`src/rtl/split_seq_pkg.sv`:
```
// split_seq_pkg
//   Shared types, sizes and lane-walking helpers for the split_seq byte
//   serializer and its word splitter.
//   Contents:
//     state_t     - controller states (IDLE, SEND)
//     lane_sel_t  - result of a lane search: lane index plus a none-left flag
//     BYTE_W, LANES, LANE_W, WORD_W - fixed datapath geometry
//     next_lane() - next enabled lane after ptr in the given order
//     first_lane() - first enabled lane of a mask in the given order
package split_seq_pkg;

  localparam int BYTE_W = 8;
  localparam int LANES  = 4;
  localparam int LANE_W = 2;
  localparam int WORD_W = BYTE_W * LANES;

  typedef enum logic {
    IDLE = 1'b0,
    SEND = 1'b1
  } state_t;

  typedef struct packed {
    logic              none;
    logic [LANE_W-1:0] lane;
  } lane_sel_t;

  // Nearest enabled lane strictly after ptr in emission order.
  // lsb_first=1 walks upward (0->3), otherwise downward (3->0).
  // none=1 means ptr is the last enabled lane of the mask.
  function automatic lane_sel_t next_lane(input logic [LANES-1:0]  mask,
                                          input logic [LANE_W-1:0] ptr,
                                          input logic              lsb_first);
    lane_sel_t sel;
    int        cand;
    sel.none = 1'b1;
    sel.lane = ptr;
    for (int k = 1; k < LANES; k++) begin
      cand = lsb_first ? (int'(ptr) + k) : (int'(ptr) - k);
      // The search stops at the first hit so the nearest lane wins.
      if (sel.none && (cand >= 0) && (cand < LANES) && mask[cand[LANE_W-1:0]]) begin
        sel.none = 1'b0;
        sel.lane = cand[LANE_W-1:0];
      end
    end
    return sel;
  endfunction

  // First enabled lane of a non-zero mask in emission order.
  function automatic logic [LANE_W-1:0] first_lane(input logic [LANES-1:0] mask,
                                                   input logic             lsb_first);
    logic [LANE_W-1:0] start;
    lane_sel_t         sel;
    start = lsb_first ? '0 : LANE_W'(LANES - 1);
    sel   = next_lane(mask, start, lsb_first);
    return mask[start] ? start : sel.lane;
  endfunction

endpackage

```
`src/rtl/split_seq_splitter.sv`:
```
// split_seq_splitter
//   Purely combinational word splitter: breaks a 32-bit word into its four
//   byte lanes, lane i = bits [8i+7:8i].
//   Ports:
//     i_word  in  32     word to split
//     o_bytes out 4x8    byte lanes, o_bytes[i] = lane i
module split_seq_splitter
  import split_seq_pkg::*;
(
  input  logic [WORD_W-1:0]            i_word,
  output logic [LANES-1:0][BYTE_W-1:0] o_bytes
);

  for (genvar gi = 0; gi < LANES; gi++) begin : g_lane
    assign o_bytes[gi] = i_word[gi*BYTE_W +: BYTE_W];
  end

endmodule

```
`src/rtl/split_seq.sv`:
```
// split_seq
//   Byte serializer: accepts a 32-bit word plus 4-bit byte-enable mask over a
//   valid/ready handshake and emits only the enabled lanes, one per handshake,
//   on an 8-bit valid/ready stream, flagging the final byte of each word.
//   Build option: SPLIT_SEQ_LSB_FIRST_EN
//     defined   - lanes emitted 0 -> 3 (LSB byte first)
//     undefined - lanes emitted 3 -> 0 (MSB byte first)
//   Ports:
//     clk        in   1   rising-edge clock
//     reset      in   1   synchronous, active-high
//     in_valid   in   1   producer offers in_word/in_be
//     in_ready   out  1   word can be accepted this cycle
//     in_word    in   32  word to serialize
//     in_be      in   4   byte enables, bit i = lane i
//     out_valid  out  1   out_byte/out_lane/out_last valid
//     out_ready  in   1   consumer takes the current byte
//     out_byte   out  8   selected lane data
//     out_lane   out  2   lane index being emitted
//     out_last   out  1   no further enabled lane for this word
//     busy       out  1   a word is held (SEND)
module split_seq
  import split_seq_pkg::*;
(
  input  logic              clk,
  input  logic              reset,
  input  logic              in_valid,
  output logic              in_ready,
  input  logic [WORD_W-1:0] in_word,
  input  logic [LANES-1:0]  in_be,
  output logic              out_valid,
  input  logic              out_ready,
  output logic [BYTE_W-1:0] out_byte,
  output logic [LANE_W-1:0] out_lane,
  output logic              out_last,
  output logic              busy
);

`ifdef SPLIT_SEQ_LSB_FIRST_EN
  localparam logic LSB_FIRST = 1'b1;
`else
  localparam logic LSB_FIRST = 1'b0;
`endif

  state_t              r_state, w_state_next;
  logic [WORD_W-1:0]   r_word,  w_word_next;
  logic [LANES-1:0]    r_mask,  w_mask_next;
  logic [LANE_W-1:0]   r_ptr,   w_ptr_next;

  logic [LANES-1:0][BYTE_W-1:0] w_bytes;
  lane_sel_t                    w_adv;
  logic                         w_last;
  logic                         w_fire_out;
  logic                         w_accept;

  split_seq_splitter u_splitter (
    .i_word  (r_word),
    .o_bytes (w_bytes)
  );

  assign w_adv      = next_lane(r_mask, r_ptr, LSB_FIRST);
  assign w_last     = w_adv.none;

  assign out_valid  = (r_state == SEND);
  assign busy       = (r_state == SEND);
  assign out_byte   = w_bytes[r_ptr];
  assign out_lane   = r_ptr;
  // Gated so the flag reads 0 in IDLE, where the mask search is meaningless.
  assign out_last   = out_valid && w_last;

  assign w_fire_out = out_valid && out_ready;
  // Accepting on the final byte's handshake keeps back-to-back words bubble-free.
  assign in_ready   = !reset && ((r_state == IDLE) || (w_fire_out && w_last));
  assign w_accept   = in_valid && in_ready;

  always_comb begin
    w_state_next = r_state;
    w_word_next  = r_word;
    w_mask_next  = r_mask;
    w_ptr_next   = r_ptr;
    if (w_accept) begin
      w_word_next = in_word;
      w_mask_next = in_be;
      if (in_be != '0) begin
        w_state_next = SEND;
        w_ptr_next   = first_lane(in_be, LSB_FIRST);
      end else begin
        // Empty mask: the word is consumed and dropped.
        w_state_next = IDLE;
      end
    end else if (w_fire_out) begin
      if (w_last) begin
        w_state_next = IDLE;
      end else begin
        w_ptr_next = w_adv.lane;
      end
    end
  end

  always_ff @(posedge clk) begin
    if (reset) begin
      r_state <= IDLE;
      r_word  <= '0;
      r_mask  <= '0;
      r_ptr   <= '0;
    end else begin
      r_state <= w_state_next;
      r_word  <= w_word_next;
      r_mask  <= w_mask_next;
      r_ptr   <= w_ptr_next;
    end
  end

endmodule

```
`config.mk`:
```
export PLATFORM = sky130hd
export DESIGN_NAME = split_seq
export DESIGN_NICKNAME = d
export VERILOG_FILES = /design/src/rtl/split_seq_pkg.sv /design/src/rtl/split_seq_splitter.sv /design/src/rtl/split_seq.sv
export SDC_FILE = /design/constraint.sdc
export NUM_CORES = 1
export LEC_CHECK = 0
export ABC_CLOCK_PERIOD_IN_PS = 3600
export BUFFER_PORTS_ARGS = -buffer_cell sky130_fd_sc_hd__buf_2
export CORE_ASPECT_RATIO = 1.75
export CORE_UTILIZATION = 45
export CTS_CLUSTER_SIZE = 20
export DETAILED_ROUTE_END_ITERATION = 10
export GPL_ROUTABILITY_DRIVEN = 0
export GPL_TIMING_DRIVEN = 0
export PLACE_DENSITY = 0.73
export SETUP_SLACK_MARGIN = 0.15
export SLEW_MARGIN = 20
export SYNTH_ARGS = -nofsm -noshare
export SYNTH_HDL_FRONTEND = slang
export SYNTH_SLANG_ARGS = --single-unit
export TNS_END_PERCENT = 5
```
`constraint.sdc`:
```
create_clock -name clk -period 3.6 [get_ports clk]
set_clock_uncertainty 0.1 [all_clocks]
set_input_delay 0.72 -clock clk [delete_from_list [all_inputs] [get_ports clk]]
set_output_delay 0.72 -clock clk [all_outputs]
set_load 0.03 [all_outputs]
```
* After elaboration in Yosys (flattened, before gate mapping)
Cells that the tools add are included. W data, S select, Z words.
Word-level totals: ROM bits 0, bits in latches 0, memories kept 0, register bits after elaboration 39, input bits 40, RAM bits 0, output and inout port bits 14
Operators by class: $add $sub $neg 3, div/mod/pow operators 0, multipliers 0, equal/unequal tests 2, bitwise logic cells 1, reductions and logical operators 23, $lt $le $gt $ge 10, muxes and demuxes 27, shifts and indexed selects 0
Operator list (number):
- $mux W3 | 9
- $bmux W8 S2 | 1
- $logic_and A1 B1 Y1 | 15
- $lt A2 B3 Y1 const B | 4
- $lt A3 B4 Y1 const B | 3
- $mux W2 | 6
- $ge A3 B1 Y1 const B | 3
- $mux W8 | 1
- $reduce_bool A4 Y1 | 2
- $mux W1 | 7
- $bmux W1 S2 | 3
- $sub A2 B2 Y3 const B | 2
- $ne A2 B1 Y1 const B | 2
- $reduce_and A4 Y1 | 1
- $reduce_bool A2 Y1 | 2
- $sub A2 B1 Y3 const B | 1
- $reduce_and A2 Y1 | 1
- $logic_not A1 Y1 | 1
- $logic_or A1 B1 Y1 | 1
- $not A1 Y1 | 1

* Depth between registers and ports, before layout
depth after elaboration 27, gate-level depth with buffers 12, mapped depth without buffers 8

* Modules after synthesis
Synthesis repeated with hierarchy kept, for this count alone.
Unflattened totals: cells, all modules 259, area total of the unflattened synthesis 2228.4 sq um
By module, submodules not included:
- split_seq | cells an instance 227, times used 1, area each 1988.2 sq um, seq. area each 780.7 sq um
- split_seq_splitter | cells an instance 32, times used 1, area each 240.2 sq um, seq. area each 0.0 sq um

* Worst setup path before layout
OpenSTA, ideal clock, no wires.
kind register to output, start register r_ptr[0] (netlist: out_lane[0]), end output port in_ready, arrival time 2.517 ns, setup slack 0.263 ns, path buffers 3, stages on the path, launching flop included 10, path through dfxtp_1 > buf_6 > buf_2 > inv_1 > ha_1 > buf_2 > a221o_1 > a21oi_1 > nand2_1 > a21oi_1
On the way: cells in the longest elaborated chain, start to end 16, elaborated cells between the ends (all ways) 29, those cells by class 3 x add/sub; 6 x order compare; 9 x mux; 11 x reduce/logical
Ends and longest elaborated chain:
- start: declaration | line split_seq.sv:47 | logic [LANE_W-1:0] r_ptr, w_ptr_next;
- start signal: assignment | line split_seq.sv:109 | r_ptr <= w_ptr_next;
- $sub A2 B1 Y3 | line split_seq_pkg.sv:38 | cand = lsb_first ? (int'(ptr) + k) : (int'(ptr) - k);
- $lt A3 B4 Y1 (tied with other cells) | line split_seq_pkg.sv:40 | if (sel.none && (cand >= 0) && (cand < LANES) && mask[cand[LANE_W-1:0]]) begin
- $logic_and A1 B1 Y1 or $mux W1 (tied branches) | line split_seq_pkg.sv:40
- $logic_and A1 B1 Y1 | line split_seq_pkg.sv:40
- $mux W3 | line split_seq_pkg.sv:40
- $logic_and A1 B1 Y1 (3 in a row) | line split_seq_pkg.sv:40
- $mux W3 | line split_seq_pkg.sv:40
- $logic_and A1 B1 Y1 (3 in a row) | line split_seq_pkg.sv:40
- $mux W3 * | line split_seq_pkg.sv:40
- $logic_and A1 B1 Y1 * | line split_seq.sv:72 | assign in_ready = !reset && ((r_state == IDLE) || (w_fire_out && w_last));
- $logic_or A1 B1 Y1 * | line split_seq.sv:72
- $logic_and A1 B1 Y1 * | line split_seq.sv:72
- end: declaration | line split_seq.sv:27 | output logic in_ready,
Mark *: on every way between the ends. The rest lies on a longest branch, timed or not. The select of a mux whose other input is x is not followed.

* Final worst setup path
start register r_ptr[1] (netlist: out_lane[1]), end output port in_ready
Same word-level chain as after synthesis.

==> flow_metrics.py <==
metrics = {
    "outcome": {
        "run_status": "complete, no violations",
    },
    "global_route": {
        "grt_start_max_net_pins": 17,
        "grt_pass1_vias": 1694,
        "grt_first_pass_wirelength_um": 7820,
        "gr-total-overflow": 0,
        "antenna_found_initial": 0,
        "grt_use_total_pct": 22.5,
    },
    "die": {
        "rows": 31,
        "die_x_um": 52.2,
        "die-area_um2": 4700,
        "pin_count": 54,
        "fp.coreArea_um2": 4190,
        "die_h_um": 89.9,
        "start_util_pct": 47.5,
    },
    "drt": {
        "routed_wl_um": 4870,
        "drtAntennaViolNets": 0,
        "drt_pass1_iterations": 4,
        "drt_iter0_drc": 61,
        "wl_per_cell_um": 14.6,
        "routed_via_density": 5.41,
        "vias": 1807,
        "remaining_drc_errors": 0,
    },
    "timing": {
        "rsz0062_at_grt": "no",
        "worst_slack_ns": 0.319,
        "setup_violations": 0,
        "worst_slew_margin_rel_pct": 66.0,
        "finalCriticalPeriod_ns": 3.28,
        "tns_ns": 0,
        "fmax_ghz": 0.305,
        "fin_crit_sh_pct": 91.1,
        "timing.final.hold_violations": 0,
        "worst_slew_pin_slew_ns": 0.510,
        "drv_slew": 0,
    },
    "clocking": {
        "hold_buffers": 0,
        "cts_tree": "done",
        "cts.sinks": 39,
        "cts_root_buf": "clkbuf_8",
        "clkTransAtPathRegs_ns": 0.07,
        "clk_latency_ns": 0.29,
        "cts_buffers": 5,
        "h-tree-depth": 2,
        "cts_buffer_depth": 2,
    },
    "yosys": {
        "avgSynthCellArea_um2": 8.76,
        "synth-edff-count": 0,
        "syn-cell-area_um2": 1990,
        "ys_seq_area_share_pct": 39.3,
        "ys.flop_type": "dfxtp_1",
        "netlist_instances": 227,
        "synth_top_cell_by_area": "dfxtp_1",
        "async_flop_share_pct": 0,
        "ys_seq_elements": 39,
        "synth_area_leaders": "dfxtp_1 (39%), nand2b_1 (12%), o21ai_0 (9.1%)",
        "synth_cell_types": 36,
        "synth_nets": 269,
        "ys_warn_count": 0,
        "yosysTopAreaCellShare_pct": 39.3,
    },
    "pwr": {
        "switchingPower_uw": 325,
        "p_int_uw": 722,
        "switching_share_pct": 31.1,
        "clockPowerShare_pct": 25.4,
        "powerDensity_nw_per_um2": 440,
        "seqPwrFrac_pct": 47.8,
        "ir_drop_uv": 275,
        "finalPower_uw": 1050,
        "p_leak_uw": 0.000991,
        "pwr-share-comb_pct": 26.8,
    },
    "critical_path": {
        "crit_arrival_ns": 2.46,
        "crit_type": "reg2out",
        "cpMostUsedCell": "buf_2",
        "crit_path_end_kind": "primary output",
        "cp_slowest_stage_delay_ns": 0.35,
        "path_cells": "buf_2 > inv_1 > ha_1 > buf_2 > a221o_1 > a21oi_1 > nand2_1 > a21oi_1 > buf_2",
        "start_kind": "flop",
        "crit_required_ns": 2.78,
        "cp_slowest_cell": "dfxtp_1",
        "path_max_fanout": 10,
    },
    "run": {
        "maxCapViolCount": 0,
    },
    "place": {
        "place_hpwl_um": 3630,
        "dp_slack_ns": 0.398,
        "portBuffers": 53,
    },
    "final_layout": {
        "num-fill-cells": 428,
        "final_nets": 328,
        "seqCellArea_um2": 781,
        "multi_input_area_um2": 1100,
        "synthToLayoutAreaGrowth_pct": 19.8,
        "drive_above_1_share_pct": 30.2,
        "antenna_cells": 0,
    },
    "worst_hold_path": {
        "hp-class": "reg2reg",
    },
}
==> layout make-up <==
cell class,count,share of cell area (%)
Multi-Input combinational cell,166,46.1
Sequential cell,39,32.8
Timing Repair Buffer,53,11.1
Buffer,16,3.62
Clock buffer,6,3.05
Tap cell,49,2.57
Inverter,5,0.788
==> placed cells by master (no fill, tap or decap), types with 2 or more instances in the layout <==
cell      instances
buf_2            59
nand2_1          39
dfxtp_1          39
nand2b_1         37
o21ai_0          36
mux4_2            8
nor2_1            8
clkbuf_1          7
a21oi_1           6
inv_1             5
clkbuf_8          5
mux2i_1           3
buf_4             3
mux2i_2           2
nor2b_1           2
o211ai_1          2
a21o_1            2
o31ai_1           2
ha_1              2
==> cells in the mapped netlist (3+ instances only) <==
| library cell | count |
|---|---|
| mux4_2 | 8 |
| o21ai_0 | 36 |
| nand2b_1 | 37 |
| clkbuf_1 | 6 |
| buf_4 | 3 |
| nand2_1 | 39 |
| mux2i_1 | 3 |
| inv_1 | 5 |
| nor2_1 | 8 |
| buf_2 | 7 |
| dfxtp_1 | 39 |
| a21oi_1 | 6 |
==> kinds of logic (layout without fill, tap and decap cells) <==
logic type / count (synthesis) / after routing / synth area share, %
buf+inv: 22 / 80 / 5.54
flops: 39 / 39 / 39.3
compound gates: 58 / 58 / 17.8
simple gates: 91 / 91 / 22.8
mux: 15 / 15 / 13.3
fa+ha+maj: 2 / 2 / 1.26
==> state kept, by name, indices dropped and copies added (netlist names) <==
signal and flops:
busy 1, out_lane 2, r_mask 4, r_word 32
==> worst paths after layout <==
check / cells past startpoint / slack (ns) / start / endpoint
max reg2reg: 11 / 0.83 / out_lane[1] / r_word[25]
max: 9 / 0.32 / out_lane[1] / in_ready
min: 2 / 0.37 / r_word[22] / r_word[22]
min reg2reg: 2 / 0.37 / r_word[22] / r_word[22]
==> critical path: cells and delay by family (launching register included) <==
kind                     cells  cell delay [ns]
AO/OA/AOI/OAI                3             0.63
adder cells (fa/ha/maj)      1             0.31
buffers and inverters        4             0.79
flip-flops                   1             0.35
AND/OR/NAND/NOR              1             0.10
==> metal layers <==
layer  routed length (µm)  vias up  GRT usage [%]  part of all wire [%]
li1                     -      894              -                     -
met1                 1890      845           24.8                    39
met2                 2660       62           41.3                    54
met3                  248        6           3.89                   5.1
met4                   80        0           7.24                   1.6
met5                    0        -              0                     0
==> what timing repair did <==
item / in CTS / in global routing
endpoints found under the setup margin: 1 / 0
buffers inserted: 0 / 0
gates resized for setup: 0 / 0
==> power groups by stage <==
stage / combinational [µW] / sequential [µW] / clock [µW]
CTS: 282 / 500 / 269
finish: 281 / 501 / 266
floorplan: 196 / 509 / 0
global placement: 279 / 508 / 0
detailed placement: 282 / 510 / 0
global route: 306 / 506 / 291
==> per-stage QoR <==
stage          util (%)  hold WS [ns]  cells  cell area (µm²)
6_report           56.9         0.374    334             2380
5_1_grt            56.9         0.401    334             2380
4_1_cts            56.9         0.374    334             2380
3_5_place_dp       55.3         0.361    329             2310
3_3_place_gp       55.3         0.359    329             2310
2_1_floorplan         -         0.346    227             1990
Power figures use the tool's default switching activity.
